[src/rtl/boot_pkg.sv]
// rtl/boot_pkg.sv - shared states, default image indices and width helper for warm-boot selection
package boot_pkg;

  typedef enum logic [2:0] {
    ST_START    = 3'd0,
    ST_WAIT     = 3'd1,
    ST_SEL      = 3'd2,
    ST_SEL_WAIT = 3'd3,
    ST_LOCK     = 3'd4,
    ST_BOOT     = 3'd5
  } state_t;

  // SB_WARMBOOT exposes two select pins, so four images at most
  localparam int MAX_IMG     = 4;
  localparam int DEF_IMG_IDX = 2;
  localparam int DFU_IMG_IDX = 1;

  // Width of an image index for a given image count (never below 1 bit)
  function automatic int img_w(input int n_img);
    return (n_img > 2) ? $clog2(n_img) : 1;
  endfunction

endpackage

[src/rtl/boot_timer.sv]
// rtl/boot_timer.sv - button-gated timer with tick select plus saturating press counter
module boot_timer #(
  parameter int TICK_B  = 23,
  parameter int REARM_B = 17,
  parameter int LONG_B  = 22
) (
  input  logic i_clk,
  input  logic i_rst_n,
  input  logic i_btn_v,
  input  logic i_rearm,
  input  logic i_cnt_en,
  output logic o_tick,
  output logic o_long
);

  localparam int TW = ((TICK_B > REARM_B) ? TICK_B : REARM_B) + 1;
  localparam int CW = LONG_B + 1;
  localparam logic [TW-1:0] T_ONE = TW'(1);
  localparam logic [CW-1:0] C_ONE = CW'(1);

  logic [TW-1:0] r_timer;
  logic [CW-1:0] r_press_cnt;
  logic          w_tick;

  // The short re-arm bit is used only while the button is disarmed
  assign w_tick = i_rearm ? r_timer[REARM_B] : r_timer[TICK_B];
  assign o_tick = w_tick;
  assign o_long = r_press_cnt[LONG_B];

  // Idle timer restarts on any button activity and on every tick
  always_ff @(posedge i_clk or negedge i_rst_n) begin
    if (!i_rst_n) begin
      r_timer <= '0;
    end else if (!i_btn_v || w_tick) begin
      r_timer <= '0;
    end else begin
      r_timer <= r_timer + T_ONE;
    end
  end

  // Hold-time counter: counts a held button while enabled, saturates, clears on release
  always_ff @(posedge i_clk or negedge i_rst_n) begin
    if (!i_rst_n) begin
      r_press_cnt <= '0;
    end else if (i_btn_v) begin
      r_press_cnt <= '0;
    end else if (i_cnt_en && !(&r_press_cnt)) begin
      r_press_cnt <= r_press_cnt + C_ONE;
    end
  end

endmodule

[src/rtl/boot_selector.sv]
// rtl/boot_selector.sv - warm-boot image selection FSM with optional flash-lock handshake
module boot_selector
  import boot_pkg::*;
#(
  parameter int         N_IMG     = 4,
  parameter int         SEL_W     = img_w(MAX_IMG),
  parameter int         DEF_IMG   = DEF_IMG_IDX,
  parameter int         DFU_IMG   = DFU_IMG_IDX,
  parameter logic [3:0] LOCK_MASK = 4'b1110,
  parameter bit         LOCK_EN   = 1'b1,
  parameter int         SEL_TO_B  = 23,
  parameter int         REARM_B   = 17,
  parameter int         LONG_B    = 22
) (
  input  logic             i_clk,
  input  logic             i_rst_n,
  input  logic             i_btn_v,
  input  logic             i_btn_f,
  input  logic             i_fl_rdy,
  output logic             o_fl_go,
  output logic             o_sel_mode,
  output logic [SEL_W-1:0] o_boot_sel,
  output logic             o_boot_now
);

  if (N_IMG < 2 || N_IMG > MAX_IMG) begin : g_bad_n_img
    $error("boot_selector: N_IMG must be 2..4");
  end
  if (SEL_W < img_w(N_IMG)) begin : g_bad_sel_w
    $error("boot_selector: SEL_W too narrow for N_IMG");
  end
  if (DEF_IMG < 0 || DEF_IMG >= N_IMG) begin : g_bad_def_img
    $error("boot_selector: DEF_IMG out of range");
  end
  if (DFU_IMG < 0 || DFU_IMG >= N_IMG) begin : g_bad_dfu_img
    $error("boot_selector: DFU_IMG out of range");
  end

  localparam logic [SEL_W-1:0] LAST_SEL = SEL_W'(N_IMG - 1);
  localparam logic [SEL_W-1:0] ONE_SEL  = SEL_W'(1);
  localparam logic [SEL_W-1:0] DEF_SEL  = SEL_W'(DEF_IMG);
  localparam logic [SEL_W-1:0] DFU_SEL  = SEL_W'(DFU_IMG);

  state_t           r_state;
  state_t           w_next;
  state_t           w_lock_or_boot;
  logic [SEL_W-1:0] r_boot_sel;
  logic [SEL_W-1:0] w_boot_sel_nxt;
  logic             r_fl_go;
  logic             r_boot_now;
  logic             w_tick;
  logic             w_long;
  logic             w_need_lock;
  logic             w_sel_wait;

  assign w_sel_wait     = (r_state == ST_SEL_WAIT);
  assign w_need_lock    = LOCK_EN && LOCK_MASK[r_boot_sel];
  assign w_lock_or_boot = w_need_lock ? ST_LOCK : ST_BOOT;

  boot_timer #(
    .TICK_B  (SEL_TO_B),
    .REARM_B (REARM_B),
    .LONG_B  (LONG_B)
  ) u_boot_timer (
    .i_clk    (i_clk),
    .i_rst_n  (i_rst_n),
    .i_btn_v  (i_btn_v),
    .i_rearm  (w_sel_wait),
    .i_cnt_en (w_sel_wait),
    .o_tick   (w_tick),
    .o_long   (w_long)
  );

  // State, selection and registered handshake/boot outputs
  always_ff @(posedge i_clk or negedge i_rst_n) begin
    if (!i_rst_n) begin
      r_state    <= ST_START;
      r_boot_sel <= DEF_SEL;
      r_fl_go    <= 1'b0;
      r_boot_now <= 1'b0;
    end else begin
      r_state    <= w_next;
      r_boot_sel <= w_boot_sel_nxt;
      r_fl_go    <= (r_state != ST_LOCK) && (w_next == ST_LOCK);
      r_boot_now <= (r_state == ST_BOOT);
    end
  end

  // Next state and next selection; a press in SEL wins over the timeout
  always_comb begin
    w_next         = r_state;
    w_boot_sel_nxt = r_boot_sel;
    case (r_state)
      ST_START: begin
        w_next = i_btn_v ? w_lock_or_boot : ST_WAIT;
      end
      ST_WAIT: begin
        w_boot_sel_nxt = DFU_SEL;
        if (i_btn_v) begin
          w_next = ST_SEL_WAIT;
        end
      end
      ST_SEL: begin
        if (i_btn_f) begin
          w_next         = ST_SEL_WAIT;
          w_boot_sel_nxt = (r_boot_sel == LAST_SEL) ? '0 : r_boot_sel + ONE_SEL;
        end else if (w_tick) begin
          w_next = w_lock_or_boot;
        end
      end
      ST_SEL_WAIT: begin
        if (w_long) begin
          w_next = w_lock_or_boot;
        end else if (w_tick) begin
          w_next = ST_SEL;
        end
      end
      ST_LOCK: begin
        // fl_rdy still shows the pre-go idle level while fl_go is high
        if (i_fl_rdy && !r_fl_go) begin
          w_next = ST_BOOT;
        end
      end
      ST_BOOT: begin
        w_next = ST_BOOT;
      end
      default: begin
        w_next = ST_START;
      end
    endcase
  end

  assign o_fl_go    = r_fl_go;
  assign o_boot_now = r_boot_now;
  assign o_boot_sel = r_boot_sel;
  assign o_sel_mode = (r_state == ST_WAIT) || (r_state == ST_SEL) || (r_state == ST_SEL_WAIT);

endmodule

[config.mk]
export PLATFORM = sky130hd
export DESIGN_NAME = boot_selector
export DESIGN_NICKNAME = d
export VERILOG_FILES = /design/src/rtl/boot_pkg.sv /design/src/rtl/boot_timer.sv /design/src/rtl/boot_selector.sv
export SDC_FILE = /design/constraint.sdc
export NUM_CORES = 1
export LEC_CHECK = 0
export BUFFER_PORTS_ARGS = -buffer_cell sky130_fd_sc_hd__buf_4
export CAP_MARGIN = 20
export CORE_AREA = 10 10 91 93
export DETAILED_ROUTE_END_ITERATION = 8
export DIE_AREA = 0 0 101 103
export MAX_ROUTING_LAYER = met4
export PLACE_DENSITY = 0.69
export SYNTH_ARGS = -nofsm -noshare
export SYNTH_HDL_FRONTEND = slang
export SYNTH_HIERARCHICAL = 1
export SYNTH_SLANG_ARGS = --single-unit
[constraint.sdc]
create_clock -name i_clk -period 2.5 [get_ports i_clk]
set_input_delay 0.125 -clock i_clk [delete_from_list [all_inputs] [get_ports i_clk]]
set_output_delay 0.125 -clock i_clk [all_outputs]
set_load 0.005 [all_outputs]
==> summary.txt, run 1 <==
CP Data Arrival Time: 2.46 ns
Sum Neg Setup Slack: 0 ns
Clk Latency, worst-skew pair: 0.31 ns
Worst reg2reg startpoint: r_state[2]$_DFF_PN0_
Vias per std cell: 5.50
Grt total ovfl: 0
Area of the core: 6570 sq um
Worst Hold Class: in -> reg
Clock buffer depth: 2
Final period util: 90.8%
Max-cap viol count: 0
Async set or reset register ratio after synthesis: 100%
Setup Skew: 0.00832 ns
Pre-antenna DRT Iters: 5
Die H: 103 microns
Number of synthesized flops with an enable pin: 0
Post-Syn Nets: 313
Final Hold Fails: 0
Share of layout cells above drive strength 1: 9.46%
Drt initial violations: 48
Crit path required time: 2.69 ns
RSZ-0062 raised after global routing: false
Num ports: 10
Outcome: complete, no violations
Peak supply drop: 0.479 mV
Top Family by Delay on Critical Path: simple AND/OR/NAND/NOR gates
Max FO, Critical Path: 6
Leak: 1.35 nW
Post-synth top flop: dfrtp_1
Min-Delay Path Depth: 3
GRT Total Usage: 11.0%
CP Launch Type: flop
Worst slack at placement: 0.206 ns
Worst setup EP type: flop
Register area share after synthesis: 47.1%
Total Die Area: 10400 sq um
DRC: 0
Synth-to-Final Area Change: 9.19%
Yosys cell types: 54
Clk slew on worst S/H paths: 0.10 ns
Pwr/cell area: 547 nW/um^2
Final setup viols: 0
Largest net degree at the start of global routing: 55
I/O Buffers: 9
Critical-path top delay cell: or4_1
Final Critical Period: 2.27 ns
CP Class: reg -> reg
Detailed Route WL: 5.31 mm
CP cell instances: nand2b_1, nor2_1, nand2_1, or4_1, nor4_1, xnor2_1, nor2_1
Vias: 2183
Root buffer cell: clkbuf_8
Total Nets Final: 325
Vias in the first global route: 2161
Crit path buffers/inverters: 0
Hold Path Sink: o_boot_sel[0]$_DFFE_PN0P_
Wirelength per Cell: 13.4 microns
Reg2reg setup slack: 0.23 ns
Relative slew slack: 55.9%
Worst Reg-to-Reg Cells: 7
Worst-margin pin slew: 0.662 ns
H-tree Lvls: 2
First-pass GRT wire length: 9.36 mm
Die X-Extent: 101 microns
Synthesis warning total: 6
DP HPWL: 3.67 mm
Hold Path Origin: i_btn_f
GP Congestion: 0.817
CTS buffer count: 5
Post-Synthesis Cells: 304
Most used cell, CP: nor2_1
Fmax: 440 MHz
Rows: 30
Fin worst setup slack: 0.229 ns
Finished Core Util: 47.8%
R2R Path End: u_boot_timer/r_press_cnt[18]$_DFFE_PN0P_
Max incr delay on CP: 0.54 ns
Max Slew Vio Count: 0
Initial antenna violation count: 0
Initial Util: 43.8%
Clock Sinks: 54
Synth Area per Inst: 9.45 sq um
Syn Std Cell Area: 2870 sq um
CTS tree: done
Routed Antenna Nets: 0
Ant diodes: 0
Synth Register Bits: 54
## stage by stage
step | total power, mW | instances | instance area [sq um] | hold WS, ns
floorplan | 1.16 | 304 | 2870 | -0.171
global placement | 1.25 | 388 | 3040 | 0.205
detailed placement | 1.25 | 388 | 3040 | 0.210
CTS | 1.74 | 397 | 3140 | 0.168
global route | 1.81 | 397 | 3140 | 0.170
finish | 1.72 | 397 | 3140 | 0.169
## cells in the mapped netlist, types with 3 or more instances
master	n	area, sq um
a21oi_1	16	80.1
and3_1	8	50.1
dfrtp_1	53	1330
nand2b_1	3	18.8
clkbuf_1	5	18.8
o21ai_0	5	25.0
o2111ai_1	3	26.3
buf_2	3	15.0
nand2_1	19	71.3
inv_1	10	37.5
xor2_1	17	149
nand3_1	14	70.1
nand4_1	8	50.1
and4_1	4	35.0
and2_1	4	25.0
xnor2_1	16	140
ha_1	4	50.1
nor4_1	9	56.3
nor3_1	6	30.0
nor3b_1	3	22.5
or3_1	5	31.3
nor2_1	45	169
## registers in the layout, indices dropped and copies added (netlist names)
signal / count
o_boot_sel: 2
u_boot_timer/r_press_cnt: 23
u_boot_timer/r_timer: 24
o_fl_go: 1
o_boot_now: 1
r_state: 3
## how the worst max path moves through the flow
stage / start / endpoint / cells after the start
after floorplan: r_state[0]$_DFF_PN0_ / u_boot_timer/r_press_cnt[20]$_DFFE_PN0P_ / 9
after global placement: r_state[2]$_DFF_PN0_ / u_boot_timer/r_press_cnt[18]$_DFFE_PN0P_ / 7
after detailed placement: r_state[2]$_DFF_PN0_ / u_boot_timer/r_press_cnt[18]$_DFFE_PN0P_ / 7
after CTS: r_state[2]$_DFF_PN0_ / u_boot_timer/r_press_cnt[18]$_DFFE_PN0P_ / 7
after global routing: r_state[2]$_DFF_PN0_ / u_boot_timer/r_press_cnt[20]$_DFFE_PN0P_ / 7
final: r_state[2]$_DFF_PN0_ / u_boot_timer/r_press_cnt[18]$_DFFE_PN0P_ / 7
## report_power, final
group	total [mW]	switching, mW	internal (mW)
clock	0.481	0.283	0.198
sequential	0.965	0.0450	0.920
combinational	0.271	0.155	0.117
## cell families after synthesis
family	Yosys count	synth area share, %
buffers and inverters	23	3.44
flip-flops	54	47.1
AO/OA/AOI/OAI	46	10.7
adder cells (fa/ha/maj)	4	1.74
multiplexers	2	0.697
AND/OR/NAND/NOR	142	26.3
XOR/XNOR	33	10.1
## cell type report
| cell class | count | area (sq um) |
|---|---|---|
| multi-input cells | 227 | 1420 |
| inverters | 10 | 37.5 |
| flip-flops and latches | 54 | 1350 |
| repair buffers | 18 | 138 |
| fillers | 608 | 3430 |
| well taps | 80 | 100 |
| clock inverters | 2 | 15.0 |
| clock buffers | 6 | 72.6 |
## placed cells by master, fill, tap and decap left out, drive strengths merged, types with 9 or more instances in the layout
| cell type | instances |
|---|---|
| dfrtp | 53 |
| xor2 | 17 |
| inv | 10 |
| xnor2 | 16 |
| nand3 | 14 |
| nor4 | 9 |
| nor2 | 45 |
| a21oi | 16 |
| nand2 | 19 |
| nand4 | 9 |
| buf | 17 |
## tightest hold or removal path, stage by stage
cell     delay, ns
buf_4         0.11
a31oi_1       0.08
o21ai_1       0.11
## what timing repair did
action                                 CTS  global route
resized for setup                        0             0
setup buffers                            0             0
endpoints found under the hold margin   53             0
hold buffers                             1             0
## layer usage
| metal | share of wire (%) | GRT usage [%] | vias to the layer above |
|---|---|---|---|
| li1 | - | - | 1097 |
| met1 | 48 | 13.4 | 1062 |
| met2 | 49 | 17.9 | 20 |
| met3 | 2.9 | 2.68 | 4 |
| met4 | 0.24 | 3.11 | 0 |
| met5 | 0 | - | - |
Power figures use the tool's default switching activity.
==> inputs of run 2 (changes only) <==
--- a/config.mk
+++ b/config.mk
@@ -10,8 +10,9 @@
 export CORE_AREA = 10 10 91 93
 export DETAILED_ROUTE_END_ITERATION = 8
 export DIE_AREA = 0 0 101 103
+export GPL_ROUTABILITY_DRIVEN = 1
 export MAX_ROUTING_LAYER = met4
-export PLACE_DENSITY = 0.69
+export PLACE_DENSITY = 0.72
 export SYNTH_ARGS = -nofsm -noshare
 export SYNTH_HDL_FRONTEND = slang
 export SYNTH_HIERARCHICAL = 1
==> constraint.sdc (replaced) <==
create_clock -name i_clk -period 1.98 [get_ports i_clk]
set_input_delay 0.099 -clock i_clk [delete_from_list [all_inputs] [get_ports i_clk]]
set_output_delay 0.099 -clock i_clk [all_outputs]
set_load 0.005 [all_outputs]
==> summary.txt, run 2 (synthesis gave the netlist of run 1 again) <==
Pre-antenna DRT Iters: 4 (-1)
Max Slew Vio Count: 0 (unchanged)
Area of the core: 6570 sq um (unchanged)
Finished Core Util: 51.7% (+4.0 points)
GP Congestion: 0.905 (+11%)
Comb pwr share: 16.7% (+0.9 points)
Vias: 2284 (+4.6%)
CTS tree: done
Peak supply drop: 0.442 mV (-7.7%)
Largest net degree at the start of global routing: 55 (unchanged)
Layout filler cell count: 597 (-1.8%)
Biggest register: u_boot_timer/r_timer
Final setup viols: 0 (unchanged)
Sw Ratio: 27.0% (-1.1 points)
Worst setup EP type: flop
Outcome: complete, no violations
Drt initial violations: 91 (+90%)
DP HPWL: 3.93 mm (+7.1%)
Vias per std cell: 5.44 (-1.1%)
Worst Hold Class: in -> reg
Max-cap viol count: 0 (unchanged)
Total Nets Final: 348 (+7.1%)
Initial antenna violation count: 0 (unchanged)
Routed Antenna Nets: 0 (unchanged)
Die H: 103 microns (unchanged)
Ant diodes: 0 (unchanged)
Final Hold Fails: 0 (unchanged)
Clock buffer depth: 2 (unchanged)
Share of layout cells above drive strength 1: 19.1% (+9.7 points)
Fmax: 527 MHz (+20%)
Share of total power in the clock network: 31.4% (+3.4 points)
Worst-margin pin slew: 0.663 ns (+0.000923 ns)
Area occupied by multi-input gates: 1490 sq um (+4.6%)
GRT Total Usage: 11.9% (+0.88 points)
Max reg flops: 24 (unchanged)
Leak: 1.48 nW (+9.8%)
Most frequent cells in the layout: dfrtp_1, nor2_1, buf_4
Grt total ovfl: 0 (unchanged)
Internal power: 1.72 mW (+39%)
Area occupied by registers: 1350 sq um (unchanged)
NetSw: 635 uW (+32%)
DRC: 0 (unchanged)
I/O Buffers: 9 (unchanged)
Die X-Extent: 101 microns (unchanged)
Num ports: 10 (unchanged)
Total Die Area: 10400 sq um (unchanged)
Clk Latency, worst-skew pair: 0.31 ns (about the same)
Final Non-Filler Cells: 420 (+5.8%)
Relative slew slack: 55.8% (-0.062 points)
Final Critical Period: 1.90 ns (-0.372 ns)
Detailed Route WL: 5.74 mm (+8.1%)
Clock Sinks: 54 (unchanged)
Flop pwr share: 51.9% (-4.3 points)
Synth-to-Final Area Change: 18.2%
Wirelength per Cell: 13.7 microns (+2.1%)
Final period util: 95.9% (+5.1 points)
Most common cell after layout, fill and taps aside: dfrtp_1
CP Class: reg -> reg
CP Data Arrival Time: 2.09 ns (-0.37 ns)
H-tree Lvls: 2 (unchanged)
CP Launch Type: flop
First-pass GRT wire length: 10.0 mm (+7.3%)
Pwr/cell area: 692 nW/um^2 (+26%)
Clk slew on worst S/H paths: 0.09 ns (about the same)
Root buffer cell: clkbuf_8
Vias in the first global route: 2250 (+4.1%)
Setup Skew: 0.00455 ns (-0.00377 ns)
Rows: 30 (unchanged)
Max FO, Critical Path: 6 (unchanged)
CTS buffer count: 5 (unchanged)
Crit path required time: 2.17 ns (-0.52 ns)
Initial Util: 43.8% (unchanged)
Placed instance count: 408 (+5.2%)
Registers with the most flip-flops: u_boot_timer/r_timer: 24 flops, u_boot_timer/r_press_cnt: 23 flops, r_state: 3 flops
==> run 2: changes by cell type in the layout (fill, tap and decap cells not counted), moves of 2 or more <==
cell / before / now
buf_4: 17 / 40
nor4_1: 9 / 5
nor4_2: 0 / 4
or4_1: 2 / 0
or4_4: 0 / 2
==> run 2: worst max-delay path: stages (launching register included) <==
cell	delay, ns
dfrtp_1	0.39
nand2b_4	0.15
nor2_4	0.15
nand2_1	0.10
or4_4	0.48
nor4_2	0.30
xnor2_1	0.15
nor2_1	0.05
==> run 2: area by class of cell <==
class / count / area share, %
Clock buffer: 6 / 2.14
Clock inverter: 2 / 1.10
Inverter: 10 / 1.10
Multi-Input combinational cell: 227 / 43.8
Sequential cell: 54 / 39.8
Tap cell: 80 / 2.95
Timing Repair Buffer: 41 / 9.13
==> run 2: power by group through the flow <==
| stage | Combinational (mW) | Clock [mW] | Sequential [mW] |
|---|---|---|---|
| floorplan | 0.248 | 0 | 1.23 |
| global placement | 0.372 | 0 | 1.23 |
| detailed placement | 0.381 | 0 | 1.24 |
| CTS | 0.385 | 0.760 | 1.21 |
| global route | 0.432 | 0.800 | 1.23 |
| finish | 0.392 | 0.738 | 1.22 |
==> run 2: path summary, 6_finish.rpt <==
| path | from | to | slack [ns] | cells past startpoint |
|---|---|---|---|---|
| worst max-delay path | r_state[2]$_DFF_PN0_ | u_boot_timer/r_press_cnt[20]$_DFFE_PN0P_ | 0.08 | 7 |
| worst min-delay path | i_btn_f | o_boot_sel[0]$_DFFE_PN0P_ | 0.13 | 3 |
| worst max register to register | r_state[2]$_DFF_PN0_ | u_boot_timer/r_press_cnt[20]$_DFFE_PN0P_ | 0.08 | 7 |
| worst min register to register | u_boot_timer/r_timer[0]$_DFF_PN0_ | u_boot_timer/r_timer[0]$_DFF_PN0_ | 0.48 | 1 |
| max in group asynchronous | i_rst_n | u_boot_timer/r_press_cnt[14]$_DFFE_PN0P_ | 1.18 | 2 |
| min in group asynchronous | i_rst_n | u_boot_timer/r_timer[11]$_DFF_PN0_ | 0.36 | 2 |
==> run 2: timing repair <==
action | CTS | global route
hold endpoints to repair | 53 | 0
setup endpoints to repair | 4 | 8
pin swaps | 0 | 1
setup buffers | 0 | 3
hold buffers | 1 | 0
gates resized for setup | 1 | 8
==> run 2: routing by layer <==
metal | vias up | global-route usage (%) | routed length, microns
met2 | 34 | 19.1 | 2730
li1 | 1147 | - | -
met3 | 6 | 2.88 | 219
met1 | 1097 | 14.3 | 2740
met4 | 0 | 4.18 | 40
met5 | - | - | 0
==> run 2: stage by stage <==
step | hold slack [ns] | total power, mW | area (sq um) | TNS (ns) | worst slack [ns]
2_1_floorplan | -0.197 | 1.47 | 2900 | 0 | 0.0182
3_3_place_gp | 0.182 | 1.61 | 3210 | 0 | 0.0341
3_5_place_dp | 0.186 | 1.62 | 3210 | -0.0168 | -0.0110
4_1_cts | 0.118 | 2.36 | 3330 | 0 | 0.0462
5_1_grt | 0.174 | 2.46 | 3400 | -0.0741 | -0.0322
6_report | 0.126 | 2.35 | 3400 | 0 | 0.0809
==> inputs of run 3 (changes only) <==
--- a/config.mk
+++ b/config.mk
@@ -12,7 +12,7 @@
 export DIE_AREA = 0 0 101 103
 export GPL_ROUTABILITY_DRIVEN = 1
 export MAX_ROUTING_LAYER = met4
-export PLACE_DENSITY = 0.72
+export PLACE_DENSITY = 0.69
 export SYNTH_ARGS = -nofsm -noshare
 export SYNTH_HDL_FRONTEND = slang
 export SYNTH_HIERARCHICAL = 1
==> constraint.sdc (replaced) <==
create_clock -name i_clk -period 2.2 [get_ports i_clk]
set_input_delay 0.11 -clock i_clk [delete_from_list [all_inputs] [get_ports i_clk]]
set_output_delay 0.11 -clock i_clk [all_outputs]
set_load 0.005 [all_outputs]
==> summary.txt, run 3 (synthesis gave the netlist of run 1 again) <==
Relative slew slack: 56.3% (+0.47 points)
Placed instance count: 397 (-2.7%)
CP Launch Type: flop
Fmax: 482 MHz (-8.5%)
Max reg flops: 24 (unchanged)
Max FO, Critical Path: 6 (unchanged)
Outcome: complete, no violations
Final Critical Period: 2.08 ns (+0.177 ns)
RSZ-0062 raised after global routing: true
GP Congestion: 0.812 (-10%)
Area of the core: 6570 sq um (unchanged)
Critical-path top delay cell: or4_1
Sw Ratio: 26.1% (-0.91 points)
Most common cell after layout, fill and taps aside: dfrtp_1
CP Data Arrival Time: 2.28 ns (+0.19 ns)
CP Class: reg -> reg
WHS: 0.152 ns (+0.0267 ns)
Comb pwr share: 15.4% (-1.3 points)
Registers with the most flip-flops: u_boot_timer/r_timer: 24 flops, u_boot_timer/r_press_cnt: 23 flops, r_state: 3 flops
Clk Latency, worst-skew pair: 0.32 ns (about the same)
Vias in the first global route: 2121 (-5.7%)
Vias: 2212 (-3.2%)
I/O Buffers: 9 (unchanged)
Pwr/cell area: 653 nW/um^2 (-5.5%)
DRC: 0 (unchanged)
Share of total power in the clock network: 32.6% (+1.2 points)
Peak supply drop: 0.389 mV (-12%)
Worst Reg-to-Reg Cells: 7 (unchanged)
Final setup viols: 0 (unchanged)
Post-route cell area: 3240 sq um (-4.7%)
Share of layout cells above drive strength 1: 12.3% (-6.8 points)
Pre-antenna DRT Iters: 4 (unchanged)
Root buffer cell: clkbuf_8
Flop pwr share: 51.9% (about the same)
Largest net degree at the start of global routing: 55 (unchanged)
Routed Antenna Nets: 0 (unchanged)
Detailed Route WL: 5.38 mm (-6.2%)
Worst setup EP type: flop
Placed cell areas: 3110 sq um (-3.2%)
Initial antenna violation count: 0 (unchanged)
Vias per std cell: 5.45 (+0.19%)
Die X-Extent: 101 microns (unchanged)
# Post-CTS Setup Buffers: 0 (unchanged)
Initial Util: 43.8% (unchanged)
Num ports: 10 (unchanged)
Min-Delay Path Depth: 3 (unchanged)
Wirelength per Cell: 13.2 microns (-3.0%)
Max Slew Vio Count: 0 (unchanged)
Power Total: 2.12 mW (-10%)
DP HPWL: 3.78 mm (-4.0%)
Synth-to-Final Area Change: 12.6%
Worst Hold Class: in -> reg
NetSw: 552 uW (-13%)
Total Nets Final: 334 (-4.0%)
Final Non-Filler Cells: 406 (-3.3%)
Die H: 103 microns (unchanged)
Clock Sinks: 54 (unchanged)
Max-cap viol count: 0 (unchanged)
Biggest register: u_boot_timer/r_timer
First-pass GRT wire length: 9.45 mm (-5.9%)
Internal power: 1.56 mW (-8.9%)
Rows: 30 (unchanged)
Final Hold Fails: 0 (unchanged)
Drt initial violations: 91 (unchanged)
Grt total ovfl: 0 (unchanged)
Clock buffer depth: 2 (unchanged)
GRT Total Usage: 11.2% (-0.69 points)
Ant diodes: 0 (unchanged)
CTS buffer count: 5 (unchanged)
Clk slew on worst S/H paths: 0.11 ns (+0.02 ns)
Leak: 1.41 nW (-4.6%)
Total Die Area: 10400 sq um (unchanged)
Worst-margin pin slew: 0.656 ns (-0.00710 ns)
H-tree Lvls: 2 (unchanged)
Max incr delay on CP: 0.52 ns (+0.04 ns)
Setup Skew: 0.0195 ns (+0.0149 ns)
Most frequent cells in the layout: dfrtp_1, nor2_1, buf_4
CTS tree: done
Crit path required time: 2.41 ns (+0.24 ns)
CP cell instances: nand2b_1, nor2_2, nand2_1, or4_1, nor4_1, xnor2_1, nor2_1
Final period util: 94.4% (-1.5 points)
-- run 3: changes by cell type in the layout (fill, tap and decap cells not counted), moves of 2 or more --
cell / delta
or4_4: -2
nor4_1: +4
nor4_2: -4
buf_4: -14
or4_1: +2
-- run 3: metrics by stage --
step / setup TNS (ns) / worst slack, ns / utilization, %
3_3_place_gp: 0 / 0.117 / 47.3
2_1_floorplan: 0 / 0.0584 / -
5_1_grt: -0.108 / -0.0584 / 49.3
6_report: 0 / 0.124 / 49.3
3_5_place_dp: 0 / 0.0347 / 47.3
4_1_cts: 0 / 0.0264 / 49.2
-- run 3: critical path, delay by kind of cell, from the launching register on --
kind,cells,cell delay [ns]
xor+xnor,1,0.16
flops,1,0.38
simple gates,6,1.43
-- run 3: layout make-up --
class                      count  area, sq um
clock buffer                   7         86.3
sequential                    54         1350
fill                         594         3330
clock inverter                 1         30.0
timing repair buffer          27          205
tap                           80          100
multi-input combinational    227         1430
inverter                      10         37.5
-- run 3: path summary, 6_finish.rpt --
path | start | slack [ns] | end
hold / removal | i_btn_f | 0.15 | o_boot_sel[0]$_DFFE_PN0P_
hold reg to reg | u_boot_timer/r_timer[0]$_DFF_PN0_ | 0.50 | u_boot_timer/r_timer[0]$_DFF_PN0_
min in group asynchronous | i_rst_n | 0.37 | u_boot_timer/r_press_cnt[22]$_DFFE_PN0P_
max in group asynchronous | i_rst_n | 1.39 | u_boot_timer/r_press_cnt[6]$_DFFE_PN0P_
setup reg to reg | r_state[2]$_DFF_PN0_ | 0.12 | u_boot_timer/r_press_cnt[18]$_DFFE_PN0P_
setup / recovery | r_state[2]$_DFF_PN0_ | 0.12 | u_boot_timer/r_press_cnt[18]$_DFFE_PN0P_
-- run 3: what timing repair did --
action,4_1_cts,5_1_grt
hold endpoints to repair,53,0
hold buffers,1,0
gates resized for setup,0,1
endpoints found under the setup margin,0,7
-- run 3: power groups by stage --
stage	Sequential, mW	Clock (mW)	Combinational, mW
after detailed placement	1.12	0	0.326
after global routing	1.11	0.738	0.373
after CTS	1.10	0.711	0.329
after floorplan	1.10	0	0.217
after global placement	1.12	0	0.319
final	1.10	0.690	0.327
-- run 3: layer usage --
layer / global-route usage (%) / vias up / share of wire [%]
li1: - / 1112 / -
met1: 13.5 / 1060 / 49
met2: 17.8 / 31 / 46
met3: 2.55 / 9 / 3.1
met4: 4.50 / 0 / 1.7
met5: - / - / 0
